`config.mk`:
```
export PLATFORM = sky130hd
export DESIGN_NAME = tiny_core_flat
export DESIGN_NICKNAME = d
export VERILOG_FILES = /design/src/rtl/tiny_core_if.sv /design/src/rtl/tiny_core.sv /design/src/flat_wrapper.sv
export SDC_FILE = /design/constraint.sdc
export NUM_CORES = 1
export LEC_CHECK = 0
export BUFFER_PORTS_ARGS = -buffer_cell sky130_fd_sc_hd__buf_2
export CORE_UTILIZATION = 60
export DETAILED_ROUTE_END_ITERATION = 12
export PLACE_DENSITY = 0.79
export REMOVE_ABC_BUFFERS = 1
export SLEW_MARGIN = 20
export SYNTH_ARGS = -nofsm -noshare
export SYNTH_HDL_FRONTEND = slang
export SYNTH_SLANG_ARGS = --single-unit
```
`constraint.sdc`:
```
create_clock -name clk -period 4.85 [get_ports clk]
set_input_delay 0.97 -clock clk [delete_from_list [all_inputs] [get_ports clk]]
set_output_delay 0.97 -clock clk [all_outputs]
set_load 0.02 [all_outputs]
```
`src/rtl/tiny_core_if.sv`:
```
// tiny_core_if: request/acknowledge memory bus between tiny_core and external memory
interface tiny_core_if #(
  parameter int DATA_W = 16,
  parameter int ADDR_W = 16
);
  logic              mem_req;
  logic              mem_we;
  logic [ADDR_W-1:0] mem_addr;
  logic [DATA_W-1:0] mem_wdata;
  logic [DATA_W-1:0] mem_rdata;
  logic              mem_ack;
  modport master (output mem_req, mem_we, mem_addr, mem_wdata, input mem_rdata, mem_ack);
  modport slave  (input mem_req, mem_we, mem_addr, mem_wdata, output mem_rdata, mem_ack);
endinterface

```
`src/rtl/tiny_core.sv`:
```
// tiny_core: multi-cycle CPU core with wait-state memory port; TINY_CORE_OUT_EN enables the OUT port
module tiny_core #(
  parameter int DATA_W = 16,
  parameter int ADDR_W = 16
) (
  input  logic              clk,
  input  logic              rst,
  tiny_core_if.master       mem,
  output logic              out_valid,
  output logic [DATA_W-1:0] out_data,
  output logic [3:0]        flags,
  output logic              halted
);
  typedef enum logic [2:0] {IDLE, FETCH, EXEC, IMM, MEM, HALT} state_t;
  state_t            state, state_nx;
  logic [ADDR_W-1:0] pc;
  logic [9:0]        ir;
  logic [DATA_W-1:0] rf [8];
  logic [3:0]        op;
  logic [2:0]        rd, rs;
  logic [DATA_W-1:0] a, b, res, rf_wd;
  logic [DATA_W:0]   sum, dif;
  logic              ack, is_sub, c, v, rf_we, take;
  assign op     = ir[9:6];
  assign rd     = ir[5:3];
  assign rs     = ir[2:0];
  assign a      = rf[rd];
  assign b      = rf[rs];
  assign ack    = mem.mem_req && mem.mem_ack;
  assign sum    = {1'b0, a} + {1'b0, b};
  assign dif    = {1'b0, a} - {1'b0, b};
  assign is_sub = op == 4'h6 || op == 4'hA;
  assign res    = op == 4'h4 ? b :
                  op == 4'h5 ? sum[DATA_W-1:0] :
                  is_sub     ? dif[DATA_W-1:0] :
                  op == 4'h7 ? a & b :
                  op == 4'h8 ? a | b : a ^ b;
  assign c      = op == 4'h5 ? sum[DATA_W] : is_sub ? dif[DATA_W] : 1'b0;
  assign v      = op == 4'h5 ? (a[DATA_W-1] == b[DATA_W-1]) && (res[DATA_W-1] != a[DATA_W-1]) :
                  is_sub     ? (a[DATA_W-1] != b[DATA_W-1]) && (res[DATA_W-1] != a[DATA_W-1]) : 1'b0;
  assign take   = op == 4'hB || (op == 4'hC && flags[0]) || (op == 4'hD && flags[1]);
  assign rf_we  = (state == EXEC && op >= 4'h4 && op <= 4'h9) ||
                  (ack && (state == IMM || (state == MEM && op == 4'h2)));
  assign rf_wd  = state == EXEC ? res : mem.mem_rdata;
  assign mem.mem_req   = state == FETCH || state == IMM || state == MEM;
  assign mem.mem_we    = state == MEM && op == 4'h3;
  assign mem.mem_addr  = state != MEM ? pc : op == 4'h3 ? a[ADDR_W-1:0] : b[ADDR_W-1:0];
  assign mem.mem_wdata = mem.mem_we ? b : '0;
  assign halted        = state == HALT;
  // state register
  always_ff @(posedge clk or negedge rst)
    if (!rst) state <= IDLE;
    else state <= state_nx;
  // next-state decode: memory states wait for ack, EXEC dispatches on opcode
  always_comb begin
    state_nx = state;
    case (state)
      IDLE:    state_nx = FETCH;
      FETCH:   state_nx = ack ? EXEC : FETCH;
      EXEC:    state_nx = op == 4'h1 ? IMM : (op == 4'h2 || op == 4'h3) ? MEM : op == 4'hF ? HALT : FETCH;
      IMM:     state_nx = ack ? FETCH : IMM;
      MEM:     state_nx = ack ? FETCH : MEM;
      default: state_nx = HALT;
    endcase
  end
  // program counter, instruction and flags; only the opcode/rd/rs bits of IR are kept
  always_ff @(posedge clk or negedge rst)
    if (!rst) begin
      pc    <= '0;
      ir    <= '0;
      flags <= '0;
    end else begin
      if (state == FETCH && ack) ir <= mem.mem_rdata[15:6];
      if ((state == FETCH || state == IMM) && ack) pc <= pc + 1'b1;
      else if (state == EXEC && take) pc <= b[ADDR_W-1:0];
      if (state == EXEC && op >= 4'h5 && op <= 4'hA) flags <= {res[DATA_W-1], v, c, res == '0};
    end
  // register file: single write port shared by ALU/MOV results and memory loads
  always_ff @(posedge clk or negedge rst)
    if (!rst) for (int i = 0; i < 8; i++) rf[i] <= '0;
    else if (rf_we) rf[rd] <= rf_wd;
`ifdef TINY_CORE_OUT_EN
  // output port: pulse valid the cycle after OUT executes, hold the data
  always_ff @(posedge clk or negedge rst)
    if (!rst) begin
      out_valid <= 1'b0;
      out_data  <= '0;
    end else begin
      out_valid <= state == EXEC && op == 4'hE;
      if (state == EXEC && op == 4'hE) out_data <= b;
    end
`else
  assign out_valid = 1'b0;
  assign out_data  = '0;
`endif
endmodule

```
`src/flat_wrapper.sv`:
```
// flat-port wrapper written by rule: the top's interface ports become plain ports
module tiny_core_flat 
#(
  parameter int DATA_W = 16,
  parameter int ADDR_W = 16
)
  (clk, rst, out_valid, out_data, flags, halted, mem_mem_req, mem_mem_we, mem_mem_addr, mem_mem_wdata, mem_mem_rdata, mem_mem_ack);
  tiny_core_if #(.DATA_W(DATA_W), .ADDR_W(ADDR_W)) mem_i ();
  input  logic clk;
  input  logic rst;
  output logic out_valid;
  output logic [DATA_W-1:0] out_data;
  output logic [3:0] flags;
  output logic halted;
  output wire logic [$bits(mem_i.mem_req)-1:0] mem_mem_req;
  output wire logic [$bits(mem_i.mem_we)-1:0] mem_mem_we;
  output wire logic [$bits(mem_i.mem_addr)-1:0] mem_mem_addr;
  output wire logic [$bits(mem_i.mem_wdata)-1:0] mem_mem_wdata;
  input wire logic [$bits(mem_i.mem_rdata)-1:0] mem_mem_rdata;
  input wire logic [$bits(mem_i.mem_ack)-1:0] mem_mem_ack;
  assign mem_mem_req = mem_i.mem_req;
  assign mem_mem_we = mem_i.mem_we;
  assign mem_mem_addr = mem_i.mem_addr;
  assign mem_mem_wdata = mem_i.mem_wdata;
  assign mem_i.mem_rdata = mem_mem_rdata;
  assign mem_i.mem_ack = mem_mem_ack;
  tiny_core #(.DATA_W(DATA_W), .ADDR_W(ADDR_W)) u_core (.clk(clk), .rst(rst), .mem(mem_i), .out_valid(out_valid), .out_data(out_data), .flags(flags), .halted(halted));
endmodule
```
---- Word level (Yosys, flattened, before mapping) ----
Cells that the tools add are included.
word-level totals
  logic and storage cells ................. 107
  bits of input ports ..................... 19
  output and inout bits ................... 56
  register bits after elaboration ......... 161
operators by class
  $add $sub $neg .......................... 3
  bitwise logic cells ..................... 5
  reductions and logical operators ........ 27
  order comparisons ....................... 7
  mux-type cells .......................... 31
  equality and inequality tests ........... 22
operators with widths
  cell                                                                                 count
  16-bit two-way mux                                                                   16
  128-bit bitwise mux                                                                  1
  16-bit binary-select mux with 3-bit select                                           2
  16-bit demux with 3-bit select                                                       1
  4-bit equality test, second input constant                                           6
  16-bit by 16-bit adder with 17-bit output                                            1
  16-bit by 16-bit subtractor with 17-bit output                                       1
  16-bit by 1-bit adder with 16-bit output, second input constant                      1
  16-bit AND                                                                           1
  4-bit by 3-bit equality test with 1-bit output, second input constant                4
  1-bit logical AND                                                                    16
  16-bit logical NOT                                                                   1
  16-bit bitwise OR                                                                    1
  16-bit bitwise XOR                                                                   1
  3-bit one-hot mux with 5 select lines                                                1
  3-bit two-way mux                                                                    4
  4-bit by 2-bit equality test with 1-bit output, second input constant                2
  4-bit by 3-bit greater-or-equal comparator with 1-bit output, second input constant  2
  4-bit greater-or-equal comparator, second input constant                             2
  4-bit less-or-equal comparator, second input constant                                2
  1-bit logical OR                                                                     8
  3-bit inverter with 4-bit output                                                     2
  3-bit by 2-bit equality test with 1-bit output, second input constant                2
  3-bit equality test, second input constant                                           2
  10 further kinds                                                                     15

---- Depth between registers and ports, before layout ----
  word-level depth ........................ 14
  mapped depth ............................ 18
  mapped depth without buffers ............ 16

---- Least setup slack after synthesis ----
Ideal clock, no wire load.
  path kind ............................... register to register
  start ................................... reg u_core.ir[3]
  end ..................................... reg u_core.rf[111] (netlist bit)
  path buffers ............................ 3
  required time ........................... 4.785 ns
  arrival ................................. 4.028 ns
  library setup time ...................... 0.065 ns
  stages on the path, launching flop included .. 18
  setup slack ............................. 0.758 ns
  clock period less this slack ............ 4.092 ns
  cells stage by stage .................... dfrtp_1 clkbuf_1 nor3b_1 clkbuf_1 a22oi_1 nand4_1 inv_1 ha_1 buf_2 inv_2 or3_1 o2111a_1 o31ai_1 xnor2_1 nand2_1 a32o_2 o21ai_2 mux2_2
between the ends
  word-level cells in the longest chain between the ends .. 12
  elaborated cells between the ends (all ways) .. 21
  classes of those cells .................. 2 x add/sub; 2 x order compare; 12 x mux; 4 x bitwise; 1 x reduce/logical
RTL lines
  element                                                                                  RTL line                          text
  start: declaration                                                                       tiny_core.sv:17                   logic [9:0] ir;
  start signal: assignment                                                                 tiny_core.sv:73                   if (state == FETCH && ack) ir <= mem.mem_rdata[15:6];
  3-bit inverter with 4-bit output (not written as such) *                                 tiny_core.sv:27, tiny_core.sv:81
  branches (longest 10 deep; another with 16-bit by 16-bit subtractor with 17-bit output)  n/a
  128-bit bitwise mux *                                                                    tiny_core.sv:81                   else if (rf_we) rf[rd] <= rf_wd;
  end signal: indexed assignment                                                           tiny_core.sv:81
  end: declaration                                                                         tiny_core.sv:18                   logic [DATA_W-1:0] rf [8];
Every way passes the cells marked *. The select of a mux whose other input is x is not followed.
A chain may end at the register's enable or synchronous reset.

---- Final worst setup path ----
  start ................................... reg u_core.ir[7]
  end ..................................... out mem_mem_wdata[10]
between the ends
  word-level cells in the longest chain between the ends .. 3
RTL lines
  element                                         RTL line            text
  4-bit by 2-bit equality test with 1-bit output  tiny_core.sv:46     assign mem.mem_we = state == MEM && op == 4'h3;
  1-bit logical AND                               tiny_core.sv:46
  16-bit two-way mux                              tiny_core.sv:48     assign mem.mem_wdata = mem.mem_we ? b : '0;
  end: declaration                                flat_wrapper.sv:18  output wire logic [$bits(mem_i.mem_wdata)-1:0] mem_mem_wdata;
Every way passes these cells.

==> metrics.md <==
| Metric | Value |
|---|---|
| Status | `complete, no violations` |
| CTS tree | `yes` |
| # diodes | `0` |
| WL met2 | `17,200 microns` |
| Via density | `6.92` |
| Peak Freq | `0.213 GHz` |
| Async SR Flop Fraction | `100%` |
| Worst Hold Path Cells | `2` |
| Number of max-cap violations | `0` |
| Hold endpoint | `u_core.flags[3]` |
| Register area | `0.00403 sq mm` |
| Cells after Synth | `1,232` |
| RSZ-0062 raised after global routing | `false` |
| Largest net degree at the start of global routing | `99` |
| Startpoint types | `flip-flop` |
| WL met1 | `14,600 microns` |
| DRC Markers | `0` |
| CTS buffer count | `17` |
| Clk buf depth | `2` |
| Number of global-route vias before repair | `10,300` |
| Cells on worst reg2reg path | `16` |
| Final Hold Fails | `0` |
| Die height | `141 microns` |
| Hold-fix buffers at CTS | `0` |
| Postcts setup bufs | `0` |
| Area growth syn-to-layout | `11.8%` |
| Highest Signal Layer | `met4` |
| CP max FO | `33` |
| Pre-Repair DR Iteration Count | `6` |
| Synth warn | `0` |
| Setup_tns | `0 ns` |
| Clock transition at path regs | `0.08 ns` |
| Die Wd | `141 microns` |
| Fraction of layout cells with a size suffix above 1 | `25.3%` |
| Max_slew headroom | `27.6%` |
| Critical Path End Type | `primary output` |
| FF+latch count, synth | `161` |
| Crit share post-route | `96.8%` |
| Post-Syn Area | `0.0115 sq mm` |
| Rows | `50` |
| Required time worst endpoint | `3.88 ns` |
| Post-DP HPWL | `26,700 microns` |
| Final setup skew | `0.0153 ns` |
| Cell variety after synth | `79` |
| Die ar. | `0.0198 sq mm` |
| DR iter-0 viols | `1,393` |
| ANT nets after route | `0` |
| Part of the Yosys area used for sequential elements | `34.9%` |
| HP Class | `reg2reg` |
| CTS root buf | `clkbuf_16` |
| H-Tree Depth | `4` |
| Total core area | `0.0188 sq mm` |
| Synth Flop Type | `dfrtp_1` |
| Vias | `10,700` |
| Multi-input logic area | `0.00691 sq mm` |
| Mapped Avg Cell Area | `9.37 sq um` |
| Worst Tran Pin Value | `1.08 ns` |
| WL met3 | `4200 microns` |
| Antenna violations before repair | `0` |
| R2r startpoint | `u_core.ir[4]` |
| Fillers | `1,409` |
| Most frequent cells in the layout | `160 x dfrtp_1, 132 x nor2_1, 100 x a21oi_1` |
| I/O pins | `75` |
| Initial Util | `61.5%` |
| Finish-stage setup viols | `0` |
| Total track usage | `39.3%` |
| Post-CTS sizing | `0` |
| Fin. max-slew vios | `0` |
| Post-synth EDFFs | `0` |
| Commonest non-fill, non-tap cell in the layout | `dfrtp_1` |
| Reg-to-reg endpoint | `u_core.rf[95]` |
| IO Port Bufs | `57` |
| First-pass GRT wire length | `58,300 microns` |
| Crit path time final | `4.69 ns` |
| Final net count | `1,365` |
| CP Class | `reg2out` |
| Gr ovfl total | `0` |
| Clk Latency, worst-skew pair | `0.44 ns` |
| FF-to-FF setup slack | `0.23 ns` |
| HP Start | `u_core.flags[3]` |
| Worst path arrival time | `3.72 ns` |
| GPL Wtd Cong | `1.00` |
| Avg WL per Cell | `24.5 microns` |
| CTS sink count | `161` |
| Routed WL | `37,800 microns` |
## metrics by stage
stage          instance area, sq um  utilization, %  hold WS, ns  setup WS [ns]  std cells
2_1_floorplan                 11100               -        0.470         0.0631       1147
6_report                      12900            68.7        0.476          0.157       1542
3_5_place_dp                  12300            65.6        0.466          0.286       1510
4_1_cts                       12900            68.7        0.482          0.162       1542
3_3_place_gp                  12300            65.6        0.461          0.371       1510
5_1_grt                       12900            68.7        0.527         0.0257       1542
## area by class of cell
| class | instances | area share (%) |
|---|---|---|
| multi-input combinational | 930 | 53.5 |
| sequential | 161 | 31.3 |
| timing repair buffer | 129 | 6.74 |
| clock buffer | 17 | 3.30 |
| tap | 234 | 2.27 |
| inverter | 56 | 1.63 |
| clock inverter | 15 | 1.26 |
## registers in the layout, summed over array words and instances, names as in the netlist
| name | flops |
|---|---|
| u_core.pc | 16 |
| u_core.ir | 10 |
| u_core.rf | 128 |
| u_core.flags | 4 |
| u_core.state | 3 |
## cell families after synthesis
group | after synthesis | share of synthesized area (%)
compound gates | 349 | 19.9
simple gates | 350 | 14.4
xor+xnor | 19 | 1.44
flops | 161 | 34.9
buf+inv | 157 | 6.22
other cells | 1 | 0.0325
fa+ha+maj | 51 | 5.66
mux | 144 | 17.4
## worst max-delay path: stages, from the launching register on
cell	delay [ns]
dfrtp_1	0.84
nand2b_1	0.31
nor3_2	0.18
buf_4	0.38
nand3_1	0.84
nor2_1	0.48
buf_2	0.24
## cell usage after synthesis, types with 4 or more instances
cell      instances  share of area [%]
a211o_1           4               0.30
a211oi_1         16                1.0
a21o_1            4               0.26
a21oi_1         100                4.3
a221o_1           6               0.52
a22oi_1          65                4.2
a31oi_1          13               0.70
and2_1            7               0.38
and3_1            7               0.38
buf_2            28                1.2
buf_4            19                1.2
clkbuf_1         49                1.6
dfrtp_1         161                 35
ha_1             49                5.3
inv_1            50                1.6
inv_2             6               0.20
mux2_2           90                8.8
mux2i_1          14                1.2
mux2i_2           5               0.60
mux4_2           32                6.2
nand2_1          87                2.8
nand2b_1          7               0.38
nand3_1          22               0.95
nand4_1          23                1.2
nor2_1          132                4.3
nor2b_1          14               0.76
nor3_1           14               0.61
nor3b_1           4               0.26
nor4_1            4               0.22
o211ai_1         14               0.91
o21a_1            7               0.46
o21ai_0          55                2.4
o21ai_1           6               0.26
o21bai_1          4               0.26
o221ai_1          5               0.38
o22ai_1           9               0.49
o31ai_1           6               0.39
or2_2             4               0.22
or3_1             8               0.43
xnor2_1          16                1.2
## metal layers
metal	vias up	global-route usage (%)
met3	162	10.5
met4	0	19.9
met5	-	0
li1	4625	-
met2	729	61.6
met1	5150	50.3
## worst max path at each step
stage | endpoint | from | cells past startpoint | slack, ns
2_1_floorplan | u_core.rf[46] | u_core.ir[0] | 14 | 0.06
3_3_place_gp | u_core.rf[95] | u_core.ir[4] | 15 | 0.37
3_5_place_dp | u_core.rf[111] | u_core.ir[4] | 15 | 0.29
4_1_cts | mem_mem_addr[14] | u_core.ir[0] | 8 | 0.16
5_1_grt | u_core.rf[124] | u_core.ir[4] | 16 | 0.03
6_report | mem_mem_wdata[10] | u_core.ir[7] | 6 | 0.16
Power is left out: the tool's default activity adds up to more than one toggle a clock period on the data nets, which glitch-free logic cannot reach.
